--- src/rtl/shifter_pkg.sv ---
// Shared definitions for the pipelined barrel shifter:
// operation encodings, reserved-op check, level placement.
package shifter_pkg;

    typedef enum logic [2:0] {
        OP_SLL = 3'b000,
        OP_SRL = 3'b001,
        OP_SRA = 3'b011,
        OP_ROL = 3'b100,
        OP_ROR = 3'b101
    } op_e;

    localparam int OP_W = 3;

    function automatic logic is_reserved_op(input logic [OP_W-1:0] op);
        logic res;
        case (op)
            OP_SLL, OP_SRL, OP_SRA,
            OP_ROL, OP_ROR: res = 1'b0;
            default:        res = 1'b1;
        endcase
        return res;
    endfunction

    // First mux level owned by stage s: smallest k with
    // floor(k*stages/levels) >= s.
    function automatic int level_lo(
        input int s,
        input int levels,
        input int stages
    );
        return (s * levels + stages - 1) / stages;
    endfunction

endpackage

--- src/rtl/pipelined_barrel_shifter_if.sv ---
// Request/result handshake bundle of the barrel shifter.
// slave is the shifter side, master the requester/consumer side.
interface pipelined_barrel_shifter_if #(
    parameter int WIDTH = 32
);
    localparam int SW = $clog2(WIDTH);

    logic             in_valid;
    logic             in_ready;
    logic [WIDTH-1:0] in_data;
    logic [SW-1:0]    in_shamt;
    logic [2:0]       in_op;
    logic             out_valid;
    logic             out_ready;
    logic [WIDTH-1:0] out_data;
    logic             out_err;
    logic             busy;

    modport slave (
        input  in_valid, in_data, in_shamt, in_op, out_ready,
        output in_ready, out_valid, out_data, out_err, busy
    );

    modport master (
        output in_valid, in_data, in_shamt, in_op, out_ready,
        input  in_ready, out_valid, out_data, out_err, busy
    );

endinterface

--- src/rtl/shifter_stage.sv ---
// One pipeline stage: mux levels [LO, HI) followed by
// a register holding valid, data, residual shamt, op, err.
module shifter_stage
    import shifter_pkg::*;
#(
    parameter int WIDTH = 32,
    parameter int LO    = 0,
    parameter int HI    = 1,
    parameter int SW    = $clog2(WIDTH)
) (
    input  logic             clk,
    input  logic             rst_n,
    input  logic             adv,
    input  logic             in_valid,
    input  logic [WIDTH-1:0] in_data,
    input  logic [SW-1:0]    in_shamt,
    input  logic [OP_W-1:0]  in_op,
    input  logic             in_err,
    output logic             out_valid,
    output logic [WIDTH-1:0] out_data,
    output logic [SW-1:0]    out_shamt,
    output logic [OP_W-1:0]  out_op,
    output logic             out_err
);

    logic [WIDTH-1:0] nxt_data;
    logic [SW-1:0]    nxt_shamt;

    function automatic logic [WIDTH-1:0] shift_by(
        input logic [WIDTH-1:0] d,
        input logic [OP_W-1:0]  op,
        input int               amt
    );
        logic [WIDTH-1:0] r;
        case (op)
            OP_SLL:  r = d << amt;
            OP_SRL:  r = d >> amt;
            OP_SRA:  r = $signed(d) >>> amt;
            OP_ROL:  r = (d << amt) | (d >> (WIDTH - amt));
            OP_ROR:  r = (d >> amt) | (d << (WIDTH - amt));
            default: r = d;
        endcase
        return r;
    endfunction

    // Apply this stage's mux levels and retire the consumed shamt bits.
    always_comb begin
        nxt_data  = in_data;
        nxt_shamt = in_shamt;
        for (int k = 0; k < SW; k++) begin
            if (k >= LO && k < HI) begin
                if (nxt_shamt[k] && !in_err) begin
                    nxt_data = shift_by(nxt_data, in_op, 1 << k);
                end
                nxt_shamt[k] = 1'b0;
            end
        end
    end

    // Stage register; captures a new entry (or a bubble) when advancing.
    always_ff @(posedge clk or negedge rst_n) begin
        if (!rst_n) begin
            out_valid <= 1'b0;
            out_data  <= '0;
            out_shamt <= '0;
            out_op    <= '0;
            out_err   <= 1'b0;
        end else if (adv) begin
            out_valid <= in_valid;
            if (in_valid) begin
                out_data  <= nxt_data;
                out_shamt <= nxt_shamt;
                out_op    <= in_op;
                out_err   <= in_err;
            end
        end
    end

endmodule

--- src/rtl/pipelined_barrel_shifter.sv ---
// Pipelined barrel shifter: log2(WIDTH) mux levels spread over
// STAGES registered stages with a valid/ready elastic chain.
module pipelined_barrel_shifter
    import shifter_pkg::*;
#(
    parameter int WIDTH  = 32,
    parameter int STAGES = 2
) (
    input  logic                        clk,
    input  logic                        rst_n,
    pipelined_barrel_shifter_if.slave   bus
);

    localparam int SW = $clog2(WIDTH);

    logic [STAGES-1:0] adv;
    logic              vld   [STAGES];
    logic [WIDTH-1:0]  dat   [STAGES];
    logic [SW-1:0]     sam   [STAGES];
    logic [OP_W-1:0]   opr   [STAGES];
    logic              err   [STAGES];

    logic              src_v [STAGES];
    logic [WIDTH-1:0]  src_d [STAGES];
    logic [SW-1:0]     src_s [STAGES];
    logic [OP_W-1:0]   src_o [STAGES];
    logic              src_e [STAGES];

    logic              any_vld;

    // A stage may advance if it or any stage after it is empty,
    // or the consumer takes the result this cycle.
    always_comb begin
        logic acc;
        acc = bus.out_ready;
        adv = '0;
        for (int s = STAGES - 1; s >= 0; s--) begin
            acc    = acc | !vld[s];
            adv[s] = acc;
        end
    end

    // Occupancy flag across every stage.
    always_comb begin
        any_vld = 1'b0;
        for (int s = 0; s < STAGES; s++) begin
            any_vld = any_vld | vld[s];
        end
    end

    for (genvar s = 0; s < STAGES; s++) begin : g_stage
        if (s == 0) begin : g_head
            assign src_v[s] = bus.in_valid;
            assign src_d[s] = bus.in_data;
            assign src_s[s] = bus.in_shamt;
            assign src_o[s] = bus.in_op;
            assign src_e[s] = is_reserved_op(bus.in_op);
        end else begin : g_body
            assign src_v[s] = vld[s-1];
            assign src_d[s] = dat[s-1];
            assign src_s[s] = sam[s-1];
            assign src_o[s] = opr[s-1];
            assign src_e[s] = err[s-1];
        end

        shifter_stage #(
            .WIDTH (WIDTH),
            .LO    (level_lo(s, SW, STAGES)),
            .HI    (level_lo(s + 1, SW, STAGES))
        ) u_stage (
            .clk       (clk),
            .rst_n     (rst_n),
            .adv       (adv[s]),
            .in_valid  (src_v[s]),
            .in_data   (src_d[s]),
            .in_shamt  (src_s[s]),
            .in_op     (src_o[s]),
            .in_err    (src_e[s]),
            .out_valid (vld[s]),
            .out_data  (dat[s]),
            .out_shamt (sam[s]),
            .out_op    (opr[s]),
            .out_err   (err[s])
        );
    end

    assign bus.in_ready  = adv[0];
    assign bus.out_valid = vld[STAGES-1];
    assign bus.out_data  = dat[STAGES-1];
    assign bus.out_err   = err[STAGES-1];
    assign bus.busy      = any_vld;

endmodule

--- src/flat_wrapper.sv ---
// flat-port wrapper written by rule: the top's interface ports become plain ports
module pipelined_barrel_shifter_flat import shifter_pkg::*;
#(
    parameter int WIDTH  = 32,
    parameter int STAGES = 2
)
  (clk, rst_n, bus_in_valid, bus_in_data, bus_in_shamt, bus_in_op, bus_out_ready, bus_in_ready, bus_out_valid, bus_out_data, bus_out_err, bus_busy);
  pipelined_barrel_shifter_if #(.WIDTH(WIDTH)) bus_i ();
  input  logic clk;
  input  logic rst_n;
  input wire logic [$bits(bus_i.in_valid)-1:0] bus_in_valid;
  input wire logic [$bits(bus_i.in_data)-1:0] bus_in_data;
  input wire logic [$bits(bus_i.in_shamt)-1:0] bus_in_shamt;
  input wire logic [$bits(bus_i.in_op)-1:0] bus_in_op;
  input wire logic [$bits(bus_i.out_ready)-1:0] bus_out_ready;
  output wire logic [$bits(bus_i.in_ready)-1:0] bus_in_ready;
  output wire logic [$bits(bus_i.out_valid)-1:0] bus_out_valid;
  output wire logic [$bits(bus_i.out_data)-1:0] bus_out_data;
  output wire logic [$bits(bus_i.out_err)-1:0] bus_out_err;
  output wire logic [$bits(bus_i.busy)-1:0] bus_busy;
  assign bus_i.in_valid = bus_in_valid;
  assign bus_i.in_data = bus_in_data;
  assign bus_i.in_shamt = bus_in_shamt;
  assign bus_i.in_op = bus_in_op;
  assign bus_i.out_ready = bus_out_ready;
  assign bus_in_ready = bus_i.in_ready;
  assign bus_out_valid = bus_i.out_valid;
  assign bus_out_data = bus_i.out_data;
  assign bus_out_err = bus_i.out_err;
  assign bus_busy = bus_i.busy;
  pipelined_barrel_shifter #(.WIDTH(WIDTH), .STAGES(STAGES)) u_core (.clk(clk), .rst_n(rst_n), .bus(bus_i));
endmodule
--- config.mk ---
export PLATFORM = sky130hd
export DESIGN_NAME = pipelined_barrel_shifter_flat
export DESIGN_NICKNAME = d
export VERILOG_FILES = /design/src/rtl/shifter_pkg.sv /design/src/rtl/pipelined_barrel_shifter_if.sv /design/src/rtl/shifter_stage.sv /design/src/rtl/pipelined_barrel_shifter.sv /design/src/flat_wrapper.sv
export SDC_FILE = /design/constraint.sdc
export NUM_CORES = 1
export LEC_CHECK = 0
export CAP_MARGIN = 30
export CORE_UTILIZATION = 40
export DETAILED_ROUTE_END_ITERATION = 6
export PLACE_DENSITY = 0.67
export SYNTH_ARGS = -nofsm -noshare
export SYNTH_HDL_FRONTEND = slang
export SYNTH_HIERARCHICAL = 1
export SYNTH_SLANG_ARGS = --single-unit
--- constraint.sdc ---
create_clock -name clk -period 4.5 [get_ports clk]
set_clock_uncertainty 0.2 [all_clocks]
set_input_delay 0.675 -clock clk [delete_from_list [all_inputs] [get_ports clk]]
set_output_delay 0.675 -clock clk [all_outputs]
set_load 0.005 [all_outputs]
==> results.txt <==
starting density of the core - 0.4089
IO Count - 80
CP cell instances - clkdlybuf4s50_1, buf_4, nand2b_1, a21oi_4, buf_4, mux2i_1, o211ai_1, a31oi_1, a21oi_1
setup_tns - 0 ns
CP Capture Type - flop
delay-heaviest family, CP - compound AO/OA/AOI/OAI gates
DRC Markers - 0
GRT Overall Usage - 0.2927
gr ovfl total - 0
post-layout min period - 3.670 ns
first-pass GRT wire length - 40290 um
clk_lat worst skew - 0.33 ns
Fill cells - 1620
clk root buf - clkbuf_16
CP required - 4.50 ns
core footprint - 16520 um2
CTS Buf Count - 9
area of the multi-input gates - 4452 um2
Lkg Pwr - 2.861 nW
most common cell after layout, fill and taps aside - nor2_1
Vias - 7663
Crit path buffers/inverters - 3
detailed placement HPWL - 19160 um
Die Y - 132.0 um
register area - 1827 um2
initial DRC count - 1161
RSZ-0062 raised after global routing - no
final std cells w/o fill - 1112
layout cells sized above 1 - 0.1020
Die W - 132.0 um
TritonCTS clock tree - done
die area - 17420 um2
Post-CTS Setup Bufs - 0
final hold vios - 0
fmax - 272.5 MHz
Synth Cell Area - 6758 um2
slew margin rel. - 0.3222
count of cells resized by post-cts repair - 0
slew of the pin with the lowest slew margin - 1.013 ns
syn avg cell area - 7.988 um2
critical path startpoint category - input port
Worst Setup Path Type - input port to flop
status - finished, final reports clean
Core Rows - 47
Yosys Warn Count - 6
number of max-cap violations - 0
H-Tree Depth - 3
Mapped Cells - 846
clk slew on worst S/H paths - 0.06 ns
final number of setup-violating endpoints - 0
Max Root-Sink Buffers - 2
hold_buf cts - 0
TritonCTS Sinks - 73
nets - 931
worst-path maximum fanout - 21
final worst path period share - 0.8155
CP peak stage delay - 0.56 ns
arrival time at the worst endpoint - 3.67 ns
Hold Path Class - input port to asynchronous set/reset pin
DR pass1 iterations - 6
final WL - 25480 um
largest net degree at the start of global routing - 44
initial antenna violation count - 0
Final Max Tran Viols - 0
VDD IR max - 0.0001793 V
# diodes - 0
PwrDens - 381.1 nW/um2
ANT nets after route - 0
number of global-route vias before repair - 6872
total power - 0.003052 W
commonest non-fill, non-tap cells in the layout - 84 x nor2_1, 78 x clkdlybuf4s50_1, 73 x dfrtp_1
Placed Instances - 1095
Port Buffers - 79
Most Frequent Cell on Critical Path - buf_4
Synthesized Nets - 890
synthesis-to-layout area growth - 18.52%
routability congestion estimate - 0.9956
per-cell routed wire length - 22.92 um
DR vias/cell - 6.891
slowest CP cell - a21oi_4
[final timing paths]
| check | startpoint | endpoint | slack (ns) | cells after the start |
|---|---|---|---|---|
| min | rst_n | u_core/g_stage[1].u_stage/out_valid | 0.04 | 1 |
| min in group clk | u_core/g_stage[1].u_stage/out_err | u_core/g_stage[1].u_stage/out_err | 0.30 | 2 |
| max reg2reg | u_core/g_stage[0].u_stage/out_op[2] | u_core/g_stage[1].u_stage/out_data[23] | 1.91 | 4 |
| max | bus_in_op[0] | u_core/g_stage[0].u_stage/out_data[28] | 0.83 | 9 |
| max in group asynchronous | rst_n | u_core/g_stage[0].u_stage/out_data[0] | 3.14 | 3 |
| min reg2reg | u_core/g_stage[1].u_stage/out_err | u_core/g_stage[1].u_stage/out_err | 0.30 | 2 |
[where the power goes]
| part | switching [W] | leakage [nW] | internal, W |
|---|---|---|---|
| registers | 0.000181 | 0.840 | 0.000831 |
| logic | 0.000661 | 1.86 | 0.000596 |
| clock network | 0.000271 | 0.162 | 0.000513 |
[final cells by class]
type	count	area share
Multi-Input combinational cell	675	0.5559
Sequential cell	73	0.2281
Timing Repair Buffer	113	0.1334
Tap cell	220	0.03437
Clock buffer	11	0.03156
Clock inverter	5	0.009686
Inverter	15	0.007030
[sequential cells by signal, indices dropped and copies added, names as in the netlist]
| signal | cells |
|---|---|
| u_core/g_stage.u_stage/out_data | 64 |
| u_core/g_stage.u_stage/out_err | 2 |
| u_core/g_stage.u_stage/out_op | 3 |
| u_core/g_stage.u_stage/out_shamt | 2 |
| u_core/g_stage.u_stage/out_valid | 2 |
[through the flow]
stage            util  hold WS, ns  cell area [um2]  worst slack (ns)
5_1_grt        0.4847      0.05615             8009            0.7069
3_5_place_dp   0.4638       0.2882             7664            0.6464
2_1_floorplan       -       0.1794             6758             1.590
6_report       0.4847      0.03533             8009            0.8304
4_1_cts        0.4838      0.03980             7994            0.9791
3_3_place_gp   0.4612       0.2806             7621            0.6686
[routing by layer]
| metal | routed length, um | up-vias | share of wire | track usage |
|---|---|---|---|---|
| li1 | - | 3394 | - | - |
| met3 | 2638 | 80 | 0.10 | 0.05113 |
| met5 | 0 | - | 0 | 0 |
| met2 | 11090 | 560 | 0.44 | 0.4450 |
| met1 | 10850 | 3629 | 0.43 | 0.4184 |
| met4 | 908 | 0 | 0.036 | 0.09561 |
No activity file was read; power rests on OpenSTA's default activity.
